`src/rtl/bist_pkg.sv`:
```
// Shared BIST definitions: analyser FSM states, default MISR constants and the
// MISR next-state function used by the response checker.
package bist_pkg;

    typedef enum logic [1:0] {
        IDLE    = 2'd0,
        COMPACT = 2'd1,
        CHECK   = 2'd2,
        DONE    = 2'd3
    } state_t;

    localparam logic [15:0] DEFAULT_POLY = 16'h002D;
    localparam logic [15:0] DEFAULT_SEED = 16'h0000;

    // Computed on a 64-bit carrier so one function serves any width up to 64;
    // callers truncate the result back to their own width.
    function automatic logic [63:0] misr_next(
        input logic [63:0] sig,
        input logic [63:0] poly,
        input logic [63:0] data,
        input int unsigned width
    );
        logic [63:0] mask;
        logic [63:0] nxt;
        logic [5:0]  msb;
        msb = 6'(width - 1);
        if (width >= 64)
            mask = '1;
        else
            mask = (64'd1 << width) - 64'd1;
        nxt = (sig << 1) ^ (sig[msb] ? poly : 64'd0) ^ data;
        return nxt & mask;
    endfunction

endpackage

```
`src/rtl/misr_response_checker_misr.sv`:
```
// Multiple-input signature register: seed load, enable-gated compaction and
// polynomial feedback. Load takes priority over compaction.
module misr
    import bist_pkg::*;
#(
    parameter int unsigned      WIDTH = 16,
    parameter logic [WIDTH-1:0] POLY  = DEFAULT_POLY,
    parameter logic [WIDTH-1:0] SEED  = DEFAULT_SEED
) (
    input  logic             clk,
    input  logic             reset,
    input  logic             load,
    input  logic             enable,
    input  logic [WIDTH-1:0] data,
    output logic [WIDTH-1:0] signature
);

    logic [WIDTH-1:0] sig_next;

    assign sig_next = WIDTH'(misr_next(64'(signature), 64'(POLY), 64'(data), WIDTH));

    always_ff @(posedge clk) begin
        if (reset || load)
            signature <= SEED;
        else if (enable)
            signature <= sig_next;
    end

endmodule

```
`config.mk`:
```
export PLATFORM = sky130hd
export DESIGN_NAME = misr
export DESIGN_NICKNAME = d
export VERILOG_FILES = /design/src/rtl/bist_pkg.sv /design/src/rtl/misr_response_checker_misr.sv
export SDC_FILE = /design/constraint.sdc
export NUM_CORES = 1
export LEC_CHECK = 0
export BUFFER_PORTS_ARGS = -buffer_cell sky130_fd_sc_hd__buf_4
export CORE_MARGIN = 2
export CORE_UTILIZATION = 40
export CTS_BUF_LIST = sky130_fd_sc_hd__clkbuf_2
export DETAILED_ROUTE_END_ITERATION = 6
export PLACE_DENSITY = 0.7
export SLEW_MARGIN = 10
export SYNTH_ARGS = -nofsm -noshare
export SYNTH_HDL_FRONTEND = slang
export SYNTH_SLANG_ARGS = --single-unit
export TNS_END_PERCENT = 20
```
`constraint.sdc`:
```
create_clock -name clk -period 0.85 [get_ports clk]
set_input_delay 0.085 -clock clk [delete_from_list [all_inputs] [get_ports clk]]
set_output_delay 0.085 -clock clk [all_outputs]
set_load 0.02 [all_outputs]
```
* Yosys cells after proc, flatten, opt, wreduce, memory -nomap -nowiden
Index checks and enable logic that the tools add are counted.
** Word-level totals
- Input bits :: 20
- Word-level logic and storage cells :: 5
- Memories :: 0
- Bits in latches :: 0
- Bits in writable memories :: 0
- Bits in read-only memories :: 0
- Bits in registers :: 16
- Output and inout port bits :: 16
** Operators by class
- Mux-type cells :: 1
- Reduce and logical (&&, ||, !) cells :: 1
- Equal/unequal tests :: 0
- Divide/modulo/power cells :: 0
- Shift-type cells :: 0
- $mul :: 0
- Magnitude comparators :: 0
- Add/sub/neg operators :: 0
- Bitwise gates (word level) :: 2
** Operator list (number)
- $xor 16x16->16 :: 1
- $xor 16x6->16 :: 1
- $mux 6 :: 1
- $logic_or 1x1->1 :: 1

* Longest topological paths before layout
- Depth after elaboration :: 3
- Depth in mapped cells :: 4
- Depth with buffers taken out :: 3

* Worst setup path before layout
Ideal clock, no wire load.
- Path type :: register to register
- From :: register signature[2]
- To :: register signature[3]
- Library setup time :: 0.124 ns
- Cell stages (with the launch flop) :: 4
- Required time :: 0.726 ns
- Arrival :: 0.864 ns
- Setup slack :: -0.137 ns
- Buffers on the path :: 0
- Clock period less this slack :: 0.987 ns
- Cell sequence :: dfxtp_1 xnor2_1 mux2i_1 o21ai_0
** Between the ends
- Longest elaborated chain between the ends :: 2
** RTL lines
- start, declared :: line misr_response_checker_misr.sv:15 : output logic [WIDTH-1:0] signature
- start signal, assigned :: line misr_response_checker_misr.sv:26 : signature <= sig_next;
- $xor 16x6->16 :: line bist_pkg.sv:31 : nxt = (sig << 1) ^ (sig[msb] ? poly : 64'd0) ^ data;
- $xor 16x16->16 :: line bist_pkg.sv:31
Every way passes these cells.
A chain may end at the register's enable or synchronous reset.

* Final worst setup path
- From :: register signature[15]
- To :: output signature[15]
No word-level cell between the ends.

==> results.yml <==
placed_design:
  gp_congestion: 0.708
  place_area_um2: 1150
  io_buffers: 35
  dp_hpwl_um: 1270
synthesis:
  yosys_warnings: 0
  synth_cell_types: 14
  ys_seq_area_frac: 0.400
  synth_area_um2: 801
  netlist_instances: 75
  syn_nets: 95
  ys_ff_latch: 16
  avgSynthCellArea_um2: 10.7
status:
  status: "finished, violations left"
  violations: "negative setup slack"
clock_network:
  h-tree-depth: 1
  cts_tree: "yes"
  root_buffer: "clkbuf_2"
  cts-buffers-inserted: 3
  clkSinkCount: 16
  clk_pin_slew_ns: 0.15
  cts_buffer_depth: 2
  clk_latency_ns: 0.27
die:
  core_um2: 1920
  initial_core_util: 0.417
  dieHeight_um: 48.7
  io_pins: 36
  dieArea_um2: 2380
  fp-row-count: 16
  die_w_um: 48.7
worst_setup_path:
  cp_top_family: "flip-flops"
  required_ns: 0.76
  start_kind: "flop"
  endpoint_kind: "primary output"
  cp_max_fo: 3
  crit_arrival_ns: 0.90
  worst-setup-path-type: "reg -> out"
  crit_chain: "buf_6 > buf_6"
  critPathSlowestCell: "dfxtp_4"
  crit_top_cell: "buf_6"
  cp_num_buf_inv: 2
  crit_path_max_incr_delay_ns: 0.39
sta:
  final-hold-violation-count: 0
  maxSlewViolCount: 0
  post-route-period-util: 1.16
  rsz0062_at_grt: "yes"
  layout_setup_ws_ns: -0.135
  max_slew_margin: 0.821
  post-route-min-period_ns: 0.985
  setup_tns_ns: -0.824
  fmax_ghz: 1.02
  fin_skew_ns: 0.00726
  setup_viol: 20
  worst_slew_pin_slew_ns: 0.268
final_layout:
  antenna_cells: 0
  drive_gt1_frac: 0.678
  top_regs: "signature: 16 flops"
  n_fill_cell: 173
  nets: 142
  fin_util: 0.681
  largest_reg_flops: 16
  syn2layout_area_growth_pct: 63.4
  finish.instance_area_um2: 1310
  regMostFlops: "signature"
grt:
  grt_pass1_wl_um: 2930
  grt_busiest_layer: "met2"
  gr-usage-all-layers: 0.155
  use_met1: 0.197
  use_met2: 0.260
  antenna_found_initial: 0
  use_met3: 0.0494
  grt_max_degree: 17
  grt_pass1_vias: 679
  grt.overflow.total: 0
routing:
  drtPass1Iterations: 2
  drtAntennaViolNets: 0
  dr_total_vias: 681
  routed_wl_um: 1700
  drc: 0
  routed_via_density: 4.60
  drtIter0Drc: 2
  wire_per_inst_um: 11.5
power:
  total_power_w: 0.00159
  p_per_area_nw_per_um2: 1220
  p_leak_nw: 0.524
  vdd_drop_max_mv: 0.771
min_path:
  hp-class: "in -> reg"
run:
  max_cap_viol_count: 0
[power by group]
part / switching, W / internal (W)
clock network: 0.000220 / 0.000102
registers: 0.0000386 / 0.000782
logic: 0.000191 / 0.000258
[cell usage after synthesis, drive strengths merged]
library cell  count  area [um^2]
or2               1         6.26
xnor2            16          140
buf               5         46.3
dfxtp            16          320
o21ai             3         15.0
mux2i             3         30.0
a211oi           13          148
nor2             13         48.8
nand2b            3         18.8
and4bb            1         12.5
nor4b             1         15.0
[cells in the final DEF (no fill, tap or decap)]
cell type  count
buf_4         26
buf_6         20
xnor2_1       15
dfxtp_2       11
nor2_1        10
a211oi_2      10
dfxtp_4        5
nand2b_1       3
mux2i_1        3
o21ai_1        3
a211oi_1       3
clkbuf_2       3
nor2_2         2
or2_1          1
nor4b_4        1
and4bb_2       1
xnor2_2        1
nor2_4         1
clkinv_1       1
buf_12         1
[metal layers]
layer | vias up | part of all wire
li1 | 351 | -
met1 | 307 | 0.45
met2 | 23 | 0.48
met3 | 0 | 0.070
met4 | 0 | 0
met5 | - | 0
[kinds of logic after synthesis]
| kind of cell | after synthesis | synth area share |
|---|---|---|
| and+or+nand+nor | 19 | 0.127 |
| AOI/OAI and AO/OA | 16 | 0.203 |
| xor gates and xnor gates | 16 | 0.175 |
| DFF | 16 | 0.400 |
| buffers and inverters | 5 | 0.0578 |
| muxes | 3 | 0.0375 |
[final timing paths]
check	from	to	slack (ns)	depth (start not counted)
worst min register to register	signature[3]	signature[3]	0.51	2
worst min-delay path	data[10]	signature[10]	0.07	3
worst max-delay path	signature[15]	signature[15]	-0.13	2
worst max register to register	signature[15]	signature[3]	-0.08	3
[worst register-to-register path, cell delays in order (launching register included)]
cell and delay (ns):
dfxtp_4 0.39, and4bb_2 0.25, mux2i_1 0.13, o21ai_1 0.07
[per-stage QoR]
stage          hold WS [ns]  setup slack (ns)  instances
2_1_floorplan         0.276           -0.0590         75
3_3_place_gp          0.386           -0.0420        141
3_5_place_dp          0.394           -0.0854        141
4_1_cts              0.0637            -0.149        148
5_1_grt              0.0694            -0.174        148
6_report             0.0713            -0.135        148
[area by class of cell]
| type | count | area [um^2] | share of cell area |
|---|---|---|---|
| clock buffers | 3 | 15.0 | 0.0115 |
| clock inverters | 1 | 3.75 | 0.00287 |
| multi-input cells | 54 | 463 | 0.354 |
| flip-flops and latches | 16 | 353 | 0.270 |
| well taps | 27 | 33.8 | 0.0258 |
| repair buffers | 47 | 440 | 0.337 |
[timing repair]
action,4_1_cts,5_1_grt
buffers inserted,3,0
gates resized for setup,33,8
setup endpoints to repair,20,23
hold buffers,0,0
pin swaps,3,2
No activity file was read; power rests on OpenSTA's default activity.
